File: src/rtl/bcd_pkg.sv
// bcd_pkg: shared state encoding and BCD constants for the BCD-to-binary encoder.
package bcd_pkg;
    typedef enum logic [1:0] {IDLE, SHIFT, DONE} state_t;
    localparam int BCD_DIGIT_W     = 4;
    localparam int BCD_MAX_DIGIT   = 9;
    localparam int BCD_CORR_THRESH = 8;
    localparam int BCD_CORR        = 3;
endpackage

File: src/rtl/bcd_tens_units_encoder_if.sv
// bcd_tens_units_encoder_if: start/done conversion handshake between requester and encoder.
interface bcd_tens_units_encoder_if #(parameter int N_DIGITS = 2, parameter int BIN_W = 7);
    logic                  start;
    logic [4*N_DIGITS-1:0] bcd;
    logic [BIN_W-1:0]      bin;
    logic                  busy;
    logic                  done;
    logic                  error;
    modport master (output start, bcd, input bin, busy, done, error);
    modport slave  (input start, bcd, output bin, busy, done, error);
endinterface

File: src/rtl/bcd_digit_corr.sv
// bcd_digit_corr: one-digit correction step of reverse double dabble (>=8 -> -3).
module bcd_digit_corr
    import bcd_pkg::*;
(
    input  logic [BCD_DIGIT_W-1:0] i_d,
    output logic [BCD_DIGIT_W-1:0] o_d
);
    assign o_d = (i_d >= BCD_DIGIT_W'(BCD_CORR_THRESH)) ? i_d - BCD_DIGIT_W'(BCD_CORR) : i_d;
endmodule

File: src/rtl/bcd_tens_units_encoder.sv
// bcd_tens_units_encoder: sequential reverse double dabble BCD-to-binary, one bit per clock.
// Define BCD_ENC_DIGIT_CHECK_EN to reject operands holding a digit above 9 at load.
module bcd_tens_units_encoder
    import bcd_pkg::*;
#(
    parameter int N_DIGITS = 2,
    parameter int BIN_W    = 7
)(
    input logic                    clk,
    input logic                    reset,
    bcd_tens_units_encoder_if.slave bus
);
    localparam int DW = BCD_DIGIT_W * N_DIGITS;
    localparam int CW = $clog2(BIN_W + 1);
    state_t           r_state, w_nxt;
    logic [DW-1:0]    r_dig, w_dig_sh, w_dig_nx;
    logic [BIN_W-1:0] r_sh, w_sh_nx, r_bin;
    logic [CW-1:0]    r_cnt;
    logic             r_err, w_bad, w_last, w_load;

    assign w_load   = (r_state == IDLE) && bus.start;
    assign w_last   = r_cnt == CW'(BIN_W - 1);
    assign w_dig_sh = r_dig >> 1;
    assign w_sh_nx  = {r_dig[0], r_sh[BIN_W-1:1]};

    for (genvar i = 0; i < N_DIGITS; i++) begin : g_corr
        bcd_digit_corr u_corr (
            .i_d(w_dig_sh[i*BCD_DIGIT_W +: BCD_DIGIT_W]),
            .o_d(w_dig_nx[i*BCD_DIGIT_W +: BCD_DIGIT_W])
        );
    end

`ifdef BCD_ENC_DIGIT_CHECK_EN
    logic [N_DIGITS-1:0] w_dig_bad;
    for (genvar i = 0; i < N_DIGITS; i++) begin : g_chk
        assign w_dig_bad[i] = bus.bcd[i*BCD_DIGIT_W +: BCD_DIGIT_W] > BCD_DIGIT_W'(BCD_MAX_DIGIT);
    end
    assign w_bad = |w_dig_bad;
`else
    assign w_bad = 1'b0;
`endif

    always_ff @(posedge clk or posedge reset)
        if (reset) r_state <= IDLE;
        else       r_state <= w_nxt;

    always_comb begin
        w_nxt = r_state;
        if (w_load)                           w_nxt = w_bad ? DONE : SHIFT;
        else if (r_state == SHIFT && w_last)  w_nxt = DONE;
        else if (r_state == DONE)             w_nxt = IDLE;
    end

    // bin/error only change at the edge that enters DONE, so they hold through the next conversion
    always_ff @(posedge clk or posedge reset) begin
        if (reset) begin
            r_dig <= '0;
            r_sh  <= '0;
            r_cnt <= '0;
            r_bin <= '0;
            r_err <= 1'b0;
        end else if (w_load) begin
            r_dig <= bus.bcd;
            r_sh  <= '0;
            r_cnt <= '0;
            if (w_bad) begin
                r_bin <= '0;
                r_err <= 1'b1;
            end
        end else if (r_state == SHIFT) begin
            r_dig <= w_dig_nx;
            r_sh  <= w_sh_nx;
            r_cnt <= r_cnt + CW'(1);
            if (w_last) begin
                r_bin <= w_sh_nx;
                r_err <= 1'b0;
            end
        end
    end

    assign bus.bin   = r_bin;
    assign bus.error = r_err;
    assign bus.busy  = r_state == SHIFT;
    assign bus.done  = r_state == DONE;
endmodule

File: src/flat_wrapper.sv
// flat-port wrapper written by rule: the top's interface ports become plain ports
module bcd_tens_units_encoder_flat import bcd_pkg::*;
#(
    parameter int N_DIGITS = 2,
    parameter int BIN_W    = 7
)
  (clk, reset, bus_start, bus_bcd, bus_bin, bus_busy, bus_done, bus_error);
  bcd_tens_units_encoder_if #(.N_DIGITS(N_DIGITS), .BIN_W(BIN_W)) bus_i ();
  input logic clk;
  input logic reset;
  input wire logic [$bits(bus_i.start)-1:0] bus_start;
  input wire logic [$bits(bus_i.bcd)-1:0] bus_bcd;
  output wire logic [$bits(bus_i.bin)-1:0] bus_bin;
  output wire logic [$bits(bus_i.busy)-1:0] bus_busy;
  output wire logic [$bits(bus_i.done)-1:0] bus_done;
  output wire logic [$bits(bus_i.error)-1:0] bus_error;
  assign bus_i.start = bus_start;
  assign bus_i.bcd = bus_bcd;
  assign bus_bin = bus_i.bin;
  assign bus_busy = bus_i.busy;
  assign bus_done = bus_i.done;
  assign bus_error = bus_i.error;
  bcd_tens_units_encoder #(.N_DIGITS(N_DIGITS), .BIN_W(BIN_W)) u_core (.clk(clk), .reset(reset), .bus(bus_i));
endmodule
File: config.mk
export PLATFORM = sky130hd
export DESIGN_NAME = bcd_tens_units_encoder_flat
export DESIGN_NICKNAME = d
export VERILOG_FILES = /design/src/rtl/bcd_pkg.sv /design/src/rtl/bcd_tens_units_encoder_if.sv /design/src/rtl/bcd_digit_corr.sv /design/src/rtl/bcd_tens_units_encoder.sv /design/src/flat_wrapper.sv
export SDC_FILE = /design/constraint.sdc
export NUM_CORES = 1
export LEC_CHECK = 0
export ABC_AREA = 1
export CORE_MARGIN = 4
export CORE_UTILIZATION = 56
export DETAILED_ROUTE_END_ITERATION = 7
export GPL_TIMING_DRIVEN = 0
export PLACE_DENSITY_LB_ADDON = 0.1
export SYNTH_ARGS = -nofsm -noshare
export SYNTH_HDL_FRONTEND = slang
export SYNTH_HIERARCHICAL = 1
export SYNTH_SLANG_ARGS = --single-unit
File: constraint.sdc
create_clock -name clk -period 2.6 [get_ports clk]
set_input_delay 0.26 -clock clk [delete_from_list [all_inputs] [get_ports clk]]
set_output_delay 0.26 -clock clk [all_outputs]
set_load 0.01 [all_outputs]
== Word-level counts from Yosys, hierarchy flattened ==
Index checks and enable logic that the tools add are counted.
Cells by class
  add/sub/neg operators: 3
  eq/ne operators: 3
  bitwise operators: 1
  magnitude comparators: 2
  muxes and demuxes: 11
  reduce and logical (&&, ||, !) cells: 6
Operator list (number)
  two-way mux 8 bit: 2
  two-way mux 7 bit: 2
  two-way mux 4 bit: 2
  two-way mux 2 bit: 3
  two-way mux 3 bit: 2
  greater-or-equal comparator 3 x 4 -> 1 bit (second input constant): 1
  greater-or-equal comparator 4 bit (second input constant): 1
  subtractor 3 x 2 -> 4 bit (second input constant): 1
  subtractor 4 x 2 -> 4 bit (second input constant): 1
  adder 3 x 1 -> 3 bit (second input constant): 1
  equality test 3 bit (second input constant): 1
  AND reduction 3 bit: 1
  nonzero test 3 bit: 1
  equality test 2 x 1 -> 1 bit (second input constant): 1
  equality test 2 bit (second input constant): 1
  logical AND 1 bit: 2
  logical NOT 2 bit: 1
  nonzero test 2 bit: 1
  NOT 1 bit: 1
Storage, ports and cells
  register bits: 27
  word-level logic and storage cells: 31
  output and inout bits: 10

== Logic depth before layout (Yosys ltp) ==
Gate-level depths: netlist (run 1).
  depth in word-level cells: 4
  gate-level depth with buffers: 8
  depth with buffers taken out: 8

== Modules after synthesis ==
The synthesis (run 1) kept the hierarchy.
By module, submodules not included
  bcd_tens_units_encoder: cells each 125, times used 1, area an instance 1141.1 µm², sequential area each 650.6 µm²
  bcd_digit_corr: cells each 16, times used 2, area an instance 88.8 µm², sequential area each 0.0 µm²

== Worst setup path before layout (run 1) ==
Ideal clock, no wire load.
  path type: register to register
  from: reg u_core.r_cnt[0]
  to: reg u_core.r_bin[1], in the netlist u_core/bus.bin[1]
  arrival: 1050 ps
  slack: 1433 ps
  cell stages (with the launch flop): 9
  required time: 2482 ps
  buffers on the path: 1
  cells stage by stage: dfrtp_1 > inv_1 > ha_1 > nand2_1 > inv_1 > nand2_2 > buf_4 > nand2_1 > o21ai_2
On the way
  word-level cells in the longest chain between the ends: 2
Ends and longest elaborated chain
  start, declared: RTL line bcd_tens_units_encoder.sv:18  | logic [CW-1:0] r_cnt;
  start signal, assigned: RTL line bcd_tens_units_encoder.sv:73  | r_cnt <= r_cnt + CW'(1);
  equality test 3 bit: RTL line bcd_tens_units_encoder.sv:22  | assign w_last = r_cnt == CW'(BIN_W - 1);
  AND reduction 3 bit (no source line)
  end signal, assigned: RTL line bcd_tens_units_encoder.sv:75  | r_bin <= w_sh_nx;
  end, declared: RTL line bcd_tens_units_encoder.sv:17  | logic [BIN_W-1:0] r_sh, w_sh_nx, r_bin;
Every way passes these cells.
A chain may end at the register's enable or synchronous reset.

== Worst setup path in the final report (run 1) ==
  from: reg u_core.r_state[0]
  to: out bus_busy
On the way
  word-level cells in the longest chain between the ends: 1
Ends and longest elaborated chain
  start, declared: RTL line bcd_tens_units_encoder.sv:15  | state_t r_state, w_nxt;
  start signal, assigned: RTL line bcd_tens_units_encoder.sv:45  | else r_state <= w_nxt;
  equality test 2 x 1 -> 1 bit: RTL line bcd_tens_units_encoder.sv:83  | assign bus.busy = r_state == SHIFT;
  end, declared: RTL line flat_wrapper.sv:14  | output wire logic [$bits(bus_i.busy)-1:0] bus_busy;
Every way passes these cells.

==> results.sh, run 1 <==
export IMPL_status="completed"
export IMPL_rows=17
export IMPL_design_core_area_sq_um=2230
export IMPL_ir_drop_v=0.000698
export IMPL_final_core_util=0.720
export IMPL_final_min_period_over_clock_period=0.735
export IMPL_globalRouteTotalUtil=0.173
export IMPL_setup_violators_final=0
export IMPL_timing_slew_headroom=0.358
export IMPL_synthSimpleGateAreaFrac=0.244
export IMPL_synth_mux_area_fraction=0
export IMPL_num_nets_final=203
export IMPL_antenna_found_initial=0
export IMPL_detailedRoute_firstPassIterationCount=4
export IMPL_cts_num_sinks=26
export IMPL_antenna_cells=0
export IMPL_grt_setup_unrepaired="false"
export IMPL_synthToLayoutAreaGrowth_pct=22.0
export IMPL_dominant_combinational_cell_family_by_area_after_synthesis="simple AND/OR/NAND/NOR gates"
export IMPL_final_period_minus_worst_setup_slack_ps=1910
export IMPL_leakage_nw=0.812
export IMPL_critPathCaptureType="primary output"
export IMPL_timing_setup_critical_path_class="flop to primary output"
export IMPL_finClkSkew_ps=5.01
export IMPL_grt_pass1_wl_um=4430
export IMPL_highest_attainable_clock_frequency_mhz=523
export IMPL_layout_cell_share_with_drive_strength_beyond_1=0.0973
export IMPL_design_portCount=21
export IMPL_clk_root_buffer_cell="sky130_fd_sc_hd__clkbuf_4"
export IMPL_fin_tns_setup_ps=0
export IMPL_overflow=0
export IMPL_avgSynthCellArea_sq_um=8.40
export IMPL_top_signal_layer_used="met3"
export IMPL_clkSlewWorstSetupHoldPaths_ps=140
export IMPL_die_h_um=56.5
export IMPL_die_w_um=56.5
export IMPL_clock_tree_from_tritoncts="built"
export IMPL_cts_hold_repair_buffers=0
export IMPL_max_clock_path_buffers=2
export IMPL_detail_route_drc_violations=0
export IMPL_gp_congestion=0.793
export IMPL_worst_endpoint_required_ps=2340
export IMPL_final_design_area_no_fill_sq_um=1610
export IMPL_detail_route_iter0_violations=21
export IMPL_numCtsBuffers=3
export IMPL_synth_compound_area_share=0.103
export IMPL_startpoint_type="flop"
export IMPL_dp_hpwl_um=1790
export IMPL_routed_wl_met2_um=1230
export IMPL_cts_resized=0
export IMPL_hold_violations=0
export IMPL_h_tree_depth=1
export IMPL_dieArea_sq_um=3200
export IMPL_power_density_cell_area_nw_per_um2=1180
export IMPL_num_vias=1031
export IMPL_pin_count_of_the_biggest_net_entering_global_routing=27
export IMPL_synthAdderAreaFrac=0.0569
export IMPL_netlist_cell_type_count=18
export IMPL_seq_area_frac_synth=0.493
export IMPL_synth_cell_area_sq_um=1320
export IMPL_port_buffers=18
export IMPL_antenna_left=0
export IMPL_yosys_register_bits=26
export IMPL_floorplan_initialDensity=0.590
export IMPL_post_drt_via_cell_ratio=4.84
export IMPL_hp_class="input port to flop"
export IMPL_slew_viol_final=0
export IMPL_post_cts_setup_buffer_count=0
export IMPL_max_slew_worst_pin_slew_ps=962
export IMPL_met3_wirelength_um=83
export IMPL_placement_cell_area_sq_um=1560
export IMPL_post_synth_xor_area_fraction=0.0133
export IMPL_post_drt_wl_per_cell_um=11.6
export IMPL_worstPathMaxFanout=10
export IMPL_cap_viol_max_count=0
export IMPL_ys_warn_count=6
export IMPL_syn_instance_count=157
export IMPL_clock_latency_on_the_worst_skew_pair_ps=310
export IMPL_wl_met1_um=1160
export IMPL_critical_path_arrival_ps=1650
export IMPL_via_count_of_the_first_global_routing_pass=1004
export IMPL_drt_total_wl_um=2480
==> stage by stage <==
stage | hold WS [ps] | worst slack, ps | total power (W) | cells
6_report | 342 | 689 | 0.00189 | 213
5_1_grt | 354 | 642 | 0.00207 | 213
4_1_cts | 334 | 698 | 0.00190 | 213
3_5_place_dp | 465 | 1070 | 0.00162 | 209
3_3_place_gp | 462 | 1070 | 0.00158 | 209
2_1_floorplan | 300 | 1430 | 0.00133 | 163
==> final cells by class <==
class / count / area [sq um]
fill: 178 / 624
sequential: 26 / 651
buffer: 4 / 27.5
multi-input combinational: 110 / 577
clock inverter: 1 / 30.0
clock buffer: 3 / 22.5
timing repair buffer: 18 / 180
tap: 28 / 35.0
inverter: 23 / 86.3
==> logic make-up (layout without fill, tap and decap cells) <==
| kind of cell | Yosys count | count (layout) |
|---|---|---|
| XOR/XNOR | 2 | 2 |
| other | 1 | 7 |
| adder cells (fa/ha/maj) | 6 | 6 |
| buffers and inverters | 27 | 49 |
| AND/OR/NAND/NOR | 74 | 74 |
| flip-flops | 26 | 26 |
| AO/OA/AOI/OAI | 21 | 21 |
==> critical path, cell delays in order, from the launching register on <==
cell and delay (ps):
sky130_fd_sc_hd__dfrtp_1 490, sky130_fd_sc_hd__inv_2 110, sky130_fd_sc_hd__nor2_8 170, sky130_fd_sc_hd__clkdlybuf4s50_1 570
==> routing by layer <==
layer,global-route usage,vias to the layer above
met4,0.0305,0
met2,0.300,16
met1,0.233,475
met5,0,-
met3,0.0207,0
li1,-,540
==> power breakdown <==
part / switching, W / total [W] / internal, W / leakage (nW)
clock network: 0.000118 / 0.000274 / 0.000156 / 0.0279
registers: 0.000154 / 0.000749 / 0.000594 / 0.328
logic: 0.000497 / 0.000871 / 0.000374 / 0.455
total: 0.000769 / 0.00189 / 0.00112 / 0.812
==> flip-flops by register name, indices dropped and copies added (netlist names) <==
register / cells
u_core/r_dig: 8
u_core/bus.bin: 7
u_core/r_sh: 6
u_core/r_cnt: 3
u_core/r_state: 2
==> cells in the mapped netlist, drive strengths merged <==
cell / instances / area (sq um)
nand2: 49 / 186
conb: 1 / 3.75
nor3: 1 / 5.00
o21ai: 18 / 116
a21oi: 1 / 5.00
nor2: 5 / 35.0
buf: 3 / 22.5
ha: 6 / 75.1
dfrtp: 26 / 651
a21boi: 2 / 15.0
nand3: 19 / 95.1
inv: 23 / 86.3
clkbuf: 1 / 5.00
xor2: 2 / 17.5
==> path summary, 6_finish.rpt <==
kind                              startpoint           endpoint  slack (ps)  cells past startpoint
setup reg to reg           u_core/r_state[1]    u_core/r_cnt[2]        1200                      4
hold / removal                     bus_start    u_core/r_dig[2]         340                      3
hold reg to reg            u_core/bus.bin[0]  u_core/bus.bin[0]         490                      2
min in group asynchronous              reset  u_core/bus.bin[1]         450                      2
setup / recovery           u_core/r_state[0]           bus_busy         690                      3
max in group asynchronous              reset    u_core/r_dig[7]        1570                      2
==> cells in the final DEF (no fill, tap or decap) <==
cell | Yosys | layout
sky130_fd_sc_hd__nand2_1 | 48 | 48
sky130_fd_sc_hd__dfrtp_1 | 26 | 26
sky130_fd_sc_hd__inv_1 | 22 | 22
sky130_fd_sc_hd__nand3_1 | 19 | 19
sky130_fd_sc_hd__clkdlybuf4s50_1 | 0 | 18
sky130_fd_sc_hd__o21ai_0 | 11 | 11
sky130_fd_sc_hd__o21ai_2 | 7 | 7
sky130_fd_sc_hd__conb_1 | 1 | 7
sky130_fd_sc_hd__ha_1 | 6 | 6
sky130_fd_sc_hd__nor2_1 | 4 | 4
sky130_fd_sc_hd__clkbuf_4 | 0 | 3
sky130_fd_sc_hd__buf_4 | 3 | 3
sky130_fd_sc_hd__xor2_1 | 2 | 2
sky130_fd_sc_hd__a21boi_1 | 2 | 2
sky130_fd_sc_hd__bufinv_16 | 0 | 1
sky130_fd_sc_hd__clkbuf_2 | 1 | 1
sky130_fd_sc_hd__nor3_1 | 1 | 1
sky130_fd_sc_hd__inv_2 | 1 | 1
sky130_fd_sc_hd__nor2_8 | 1 | 1
sky130_fd_sc_hd__nand2_2 | 1 | 1
sky130_fd_sc_hd__a21oi_1 | 1 | 1
Power figures use the tool's default switching activity.
==> run 2: changes to the inputs <==
--- a/config.mk
+++ b/config.mk
@@ -7,7 +7,7 @@
 export LEC_CHECK = 0
 export ABC_AREA = 1
 export CORE_MARGIN = 4
-export CORE_UTILIZATION = 56
+export CORE_UTILIZATION = 47
 export DETAILED_ROUTE_END_ITERATION = 7
 export GPL_TIMING_DRIVEN = 0
 export PLACE_DENSITY_LB_ADDON = 0.1
==> constraint.sdc (replaced) <==
create_clock -name clk -period 1.7 [get_ports clk]
set_input_delay 0.17 -clock clk [delete_from_list [all_inputs] [get_ports clk]]
set_output_delay 0.17 -clock clk [all_outputs]
set_load 0.01 [all_outputs]
==> results.sh, run 2 (synthesis results as in run 1) <==
export IMPL_cap_viol_max_count=0
export IMPL_switching_fraction=0.399
export IMPL_antenna_found_initial=0
export IMPL_seq_power_share=0.389
export IMPL_timing_setup_critical_path_class="flop to primary output"
export IMPL_overflow=0
export IMPL_pin_count_of_the_biggest_net_entering_global_routing=27
export IMPL_port_buffers=18
export IMPL_antenna_left=0
export IMPL_leakage_nw=0.820
export IMPL_die_w_um=61.0
export IMPL_critical_path_slowest_cell="sky130_fd_sc_hd__clkdlybuf4s50_1"
export IMPL_p_switching_w=0.00116
export IMPL_dp_hpwl_um=1860
export IMPL_detail_route_iter0_violations=36
export IMPL_layout_cell_share_with_drive_strength_beyond_1=0.118
export IMPL_clk_root_buffer_cell="sky130_fd_sc_hd__clkbuf_4"
export IMPL_post_drt_wl_per_cell_um=11.3
export IMPL_worst_path_buf_inv=2
export IMPL_startpoint_type="flop"
export IMPL_clkSlewWorstSetupHoldPaths_ps=140
export IMPL_critPathCaptureType="primary output"
export IMPL_grt_setup_unrepaired="false"
export IMPL_internal_power_w=0.00174
export IMPL_hp_class="input port to flop"
export IMPL_via_count_of_the_first_global_routing_pass=1084
export IMPL_worstPathCellList="inv_1, nor2_1, clkdlybuf4s50_1"
export IMPL_globalRouteTotalUtil=0.162
export IMPL_die_h_um=61.0
export IMPL_gp_congestion=0.770
export IMPL_ir_drop_v=0.000987
export IMPL_cts_num_sinks=26
export IMPL_num_vias=1065
export IMPL_numCtsBuffers=3
export IMPL_rows=18
export IMPL_slew_viol_final=0
export IMPL_comb_power_share=0.468
export IMPL_pwr_share_clk=0.144
export IMPL_status="completed"
export IMPL_max_clock_path_buffers=2
export IMPL_floorplan_initialDensity=0.514
export IMPL_antenna_cells=0
export IMPL_max_slew_worst_pin_slew_ps=976
export IMPL_clock_latency_on_the_worst_skew_pair_ps=310
export IMPL_power_density_cell_area_nw_per_um2=1780
export IMPL_design_core_area_sq_um=2570
export IMPL_fin_tns_setup_ps=0
export IMPL_critical_path_arrival_ps=1450
export IMPL_detail_route_drc_violations=0
export IMPL_registers_top_by_ff_count="u_core/r_dig"
export IMPL_final_min_period_over_clock_period=0.955
export IMPL_slowest_delay_ps=550
export IMPL_highest_attainable_clock_frequency_mhz=616
export IMPL_synthToLayoutAreaGrowth_pct=23.4
export IMPL_largest_register_ff_count=8
export IMPL_final_period_minus_worst_setup_slack_ps=1620
export IMPL_detailedRoute_firstPassIterationCount=4
export IMPL_cts_hold_repair_buffers=0
export IMPL_dieArea_sq_um=3720
export IMPL_smallest_hold_slack_ps=242
export IMPL_most_common_layout_cells="sky130_fd_sc_hd__nand2_1, sky130_fd_sc_hd__dfrtp_1, sky130_fd_sc_hd__inv_1, sky130_fd_sc_hd__nand3_1, sky130_fd_sc_hd__clkdlybuf4s50_1"
export IMPL_hold_violations=0
export IMPL_drt_total_wl_um=2450
export IMPL_final_common_cell="sky130_fd_sc_hd__nand2_1"
export IMPL_clock_tree_from_tritoncts="built"
export IMPL_worst_endpoint_required_ps=1530
export IMPL_num_nets_final=205
export IMPL_design_portCount=21
export IMPL_post_drt_via_cell_ratio=4.91
export IMPL_worstPathMaxFanout=5
export IMPL_critical_path_top_delay_family="buffers and inverters"
export IMPL_h_tree_depth=1
export IMPL_grt_pass1_wl_um=4530
export IMPL_setup_violators_final=0
export IMPL_finClkSkew_ps=2.04
export IMPL_timing_slew_headroom=0.349
==> run 2: cell count changes in the layout (fill, tap and decap cells not counted) <==
| cell | delta |
|---|---|
| sky130_fd_sc_hd__dfrtp_1 | -2 |
| sky130_fd_sc_hd__dfrtp_2 | +2 |
| sky130_fd_sc_hd__dlygate4sd2_1 | +1 |
| sky130_fd_sc_hd__buf_4 | +2 |
| sky130_fd_sc_hd__clkdlybuf4s50_1 | -1 |
==> run 2: metal layers <==
layer  up-vias  share of wire  GRT usage  wire length (um)
met2        20           0.49      0.281              1190
met4         0          0.011     0.0557                27
met5         -              0          0                 0
met1       498           0.46      0.204              1130
li1        543              -          -                 -
met3         4          0.042     0.0277               104
==> run 2: timing repair <==
action	CTS	global route
resized for setup	3	0
setup endpoints to repair	2	0
setup buffers	2	0
==> run 2: final cells by class <==
| cell class | instances | area (sq um) |
|---|---|---|
| clock inverter | 1 | 30.0 |
| fill | 245 | 940 |
| inverter | 23 | 86.3 |
| clock buffer | 3 | 22.5 |
| multi-input combinational | 110 | 577 |
| buffer | 4 | 27.5 |
| tap | 30 | 37.5 |
| timing repair buffer | 20 | 194 |
| sequential | 26 | 653 |
==> run 2: path summary, 6_finish.rpt <==
path                                endpoint  slack [ps]         startpoint  cells after the start
max                                 bus_done          80  u_core/r_state[1]                      3
max reg2reg                  u_core/r_cnt[2]         290  u_core/r_state[0]                      5
max in group asynchronous  u_core/r_state[0]         680              reset                      2
min in group asynchronous    u_core/r_dig[6]         360              reset                      2
min                          u_core/r_dig[3]         240          bus_start                      3
min reg2reg                u_core/bus.bin[1]         500  u_core/bus.bin[1]                      2
==> run 2: tightest hold or removal path, cell delays in order <==
cell                       delay (ps)
sky130_fd_sc_hd__clkbuf_2         170
sky130_fd_sc_hd__nand3_1          120
sky130_fd_sc_hd__nand3_1           70
==> run 2: metrics by stage <==
stage	utilization	power, W	instances	cell area [sq um]	worst slack (ps)
6_report	0.634	0.00289	217	1630	76.9
5_1_grt	0.634	0.00321	217	1630	9.35
4_1_cts	0.634	0.00293	217	1630	76.1
3_5_place_dp	0.607	0.00248	211	1560	256
3_3_place_gp	0.607	0.00242	211	1560	261
2_1_floorplan	-	0.00203	163	1340	533
==> run 2: power groups by stage <==
stage	combinational (W)	clock [W]	sequential, W
2_1_floorplan	0.000879	0	0.00115
3_3_place_gp	0.00128	0	0.00114
3_5_place_dp	0.00132	0	0.00116
4_1_cts	0.00137	0.000427	0.00113
5_1_grt	0.00159	0.000450	0.00117
6_report	0.00135	0.000415	0.00112
==> run 3: changes to the inputs <==
--- a/config.mk
+++ b/config.mk
@@ -6,6 +6,7 @@
 export NUM_CORES = 1
 export LEC_CHECK = 0
 export ABC_AREA = 1
+export CORE_ASPECT_RATIO = 0.75
 export CORE_MARGIN = 4
 export CORE_UTILIZATION = 47
 export DETAILED_ROUTE_END_ITERATION = 7
==> results.sh, run 3 (synthesis results as in run 1) <==
export IMPL_finClkSkew_ps=3.35
export IMPL_detailedRoute_firstPassIterationCount=4
export IMPL_num_nets_final=203
export IMPL_status="completed"
export IMPL_critical_path_slowest_cell="sky130_fd_sc_hd__nor2_1"
export IMPL_fin_tns_setup_ps=0
export IMPL_dp_hpwl_um=1900
export IMPL_post_drt_via_cell_ratio=4.82
export IMPL_worstPathMaxFanout=9
export IMPL_clock_latency_on_the_worst_skew_pair_ps=270
export IMPL_port_buffers=18
export IMPL_final_critical_path_setup_slack_ps=352
export IMPL_setup_violators_final=0
export IMPL_cap_viol_max_count=0
export IMPL_worst_endpoint_required_ps=1860
export IMPL_slew_viol_final=0
export IMPL_clk_root_buffer_cell="sky130_fd_sc_hd__clkbuf_8"
export IMPL_count_of_cells_along_the_worst_register_to_register_path=4
export IMPL_overflow=0
export IMPL_post_cts_setup_buffer_count=0
export IMPL_power_density_cell_area_nw_per_um2=1820
export IMPL_min_to="u_core/r_dig[0]"
export IMPL_hold_violations=0
export IMPL_cts_resized=2
export IMPL_start_point_of_the_worst_min_delay_path="bus_start"
export IMPL_critical_path_arrival_ps=1510
export IMPL_startpoint_type="flop"
export IMPL_antenna_left=0
export IMPL_highest_attainable_clock_frequency_mhz=742
export IMPL_drt_total_wl_um=2540
export IMPL_hold_depth=3
export IMPL_dieArea_sq_um=3730
export IMPL_h_tree_depth=1
export IMPL_register_to_register_path_setup_slack_ps=350
export IMPL_largest_register_ff_count=8
export IMPL_floorplan_initialDensity=0.499
export IMPL_rows=16
export IMPL_placement_cell_area_sq_um=1570
export IMPL_die_w_um=69.2
export IMPL_design_core_area_sq_um=2640
export IMPL_final_design_area_no_fill_sq_um=1650
export IMPL_numCtsBuffers=3
export IMPL_final_common_cell="sky130_fd_sc_hd__nand2_1"
export IMPL_regToRegEndpoint="u_core/r_cnt[2]"
export IMPL_max_slew_worst_pin_slew_ps=964
export IMPL_cts_num_sinks=26
export IMPL_smallest_hold_slack_ps=308
export IMPL_instances_no_fill=221
export IMPL_grt_setup_unrepaired="false"
export IMPL_via_count_of_the_first_global_routing_pass=1030
export IMPL_worstPathCellList="nor2_1, nand2_1, nand2_1, nor2_1"
export IMPL_grt_pass1_wl_um=4630
export IMPL_gp_congestion=0.788
export IMPL_timing_slew_headroom=0.357
export IMPL_num_vias=1065
export IMPL_timing_setup_critical_path_class="flop to flop"
export IMPL_most_common_layout_cells="sky130_fd_sc_hd__nand2_1, sky130_fd_sc_hd__dfrtp_1, sky130_fd_sc_hd__inv_1, sky130_fd_sc_hd__nand3_1, sky130_fd_sc_hd__clkdlybuf4s50_1"
export IMPL_design_portCount=21
export IMPL_clock_tree_from_tritoncts="built"
export IMPL_detail_route_drc_violations=0
export IMPL_synthToLayoutAreaGrowth_pct=24.8
export IMPL_placement_setup_worst_slack_ps=257
export IMPL_final_min_period_over_clock_period=0.793
export IMPL_pin_count_of_the_biggest_net_entering_global_routing=27
export IMPL_slowest_delay_ps=470
export IMPL_r2r_start="u_core/r_state[1]"
export IMPL_cts_hold_repair_buffers=0
export IMPL_antenna_found_initial=0
export IMPL_die_h_um=53.9
export IMPL_post_drt_wl_per_cell_um=11.5
export IMPL_globalRouteTotalUtil=0.157
export IMPL_final_period_minus_worst_setup_slack_ps=1350
export IMPL_leakage_nw=0.842
export IMPL_numPlacedInstances=217
export IMPL_registers_top_by_ff_count="u_core/r_dig"
export IMPL_max_clock_path_buffers=2
export IMPL_ir_drop_v=0.00104
export IMPL_detail_route_iter0_violations=30
export IMPL_clkSlewWorstSetupHoldPaths_ps=90
export IMPL_layout_cell_share_with_drive_strength_beyond_1=0.108
export IMPL_critPathCaptureType="flop"
export IMPL_hp_class="input port to flop"
export IMPL_antenna_cells=0
-- run 3: cell types whose count changed in the layout (fill, tap and decap cells not counted) --
cell                              delta
sky130_fd_sc_hd__clkbuf_4            -3
sky130_fd_sc_hd__clkbuf_8            +3
sky130_fd_sc_hd__clkdlybuf4s50_1     -1
sky130_fd_sc_hd__dlymetal6s2s_1      +2
sky130_fd_sc_hd__buf_4               -2
sky130_fd_sc_hd__dlygate4sd2_1       -1
-- run 3: layout make-up --
| class | instances | area [sq um] |
|---|---|---|
| clock inverters | 1 | 30.0 |
| multi-input cells | 110 | 577 |
| plain buffers | 4 | 27.5 |
| well taps | 36 | 45.0 |
| inverters | 23 | 86.3 |
| fillers | 244 | 997 |
| flip-flops and latches | 26 | 653 |
| repair buffers | 18 | 185 |
| clock buffers | 3 | 41.3 |
-- run 3: through the flow --
step                total power [W]   util
floorplan                   0.00203      -
global placement            0.00243  0.593
detailed placement          0.00249  0.593
CTS                         0.00302  0.621
global route                0.00328  0.623
finish                      0.00300  0.623
-- run 3: layer usage --
metal / wire length (um) / vias to the layer above / GRT usage
li1: - / 540 / -
met4: 38 / 0 / 0.0617
met5: 0 / - / 0
met3: 102 / 6 / 0.0410
met1: 1200 / 496 / 0.187
met2: 1200 / 23 / 0.278
-- run 3: where the power goes --
group          total [W]  leakage (nW)  switching [W]  internal [W]
combinational    0.00132         0.480       0.000755      0.000566
sequential       0.00116         0.326       0.000248      0.000916
clock           0.000511        0.0357       0.000196      0.000315
total            0.00300         0.842        0.00120       0.00180
-- run 3: critical path: cells and delay by family (launching register included) --
family / cells / cell delay, ps
and+or+nand+nor: 4 / 780
DFF: 1 / 460
-- run 3: worst max path at each step --
| stage | end | startpoint | cells past startpoint |
|---|---|---|---|
| final | u_core/r_cnt[2] | u_core/r_state[1] | 4 |
| after floorplan | u_core/bus.bin[1] | u_core/r_cnt[0] | 8 |
| after global routing | u_core/r_cnt[2] | u_core/r_state[1] | 4 |
| after detailed placement | bus_busy | u_core/r_state[0] | 3 |
| after CTS | bus_busy | u_core/r_state[0] | 3 |
| after global placement | bus_busy | u_core/r_state[0] | 3 |
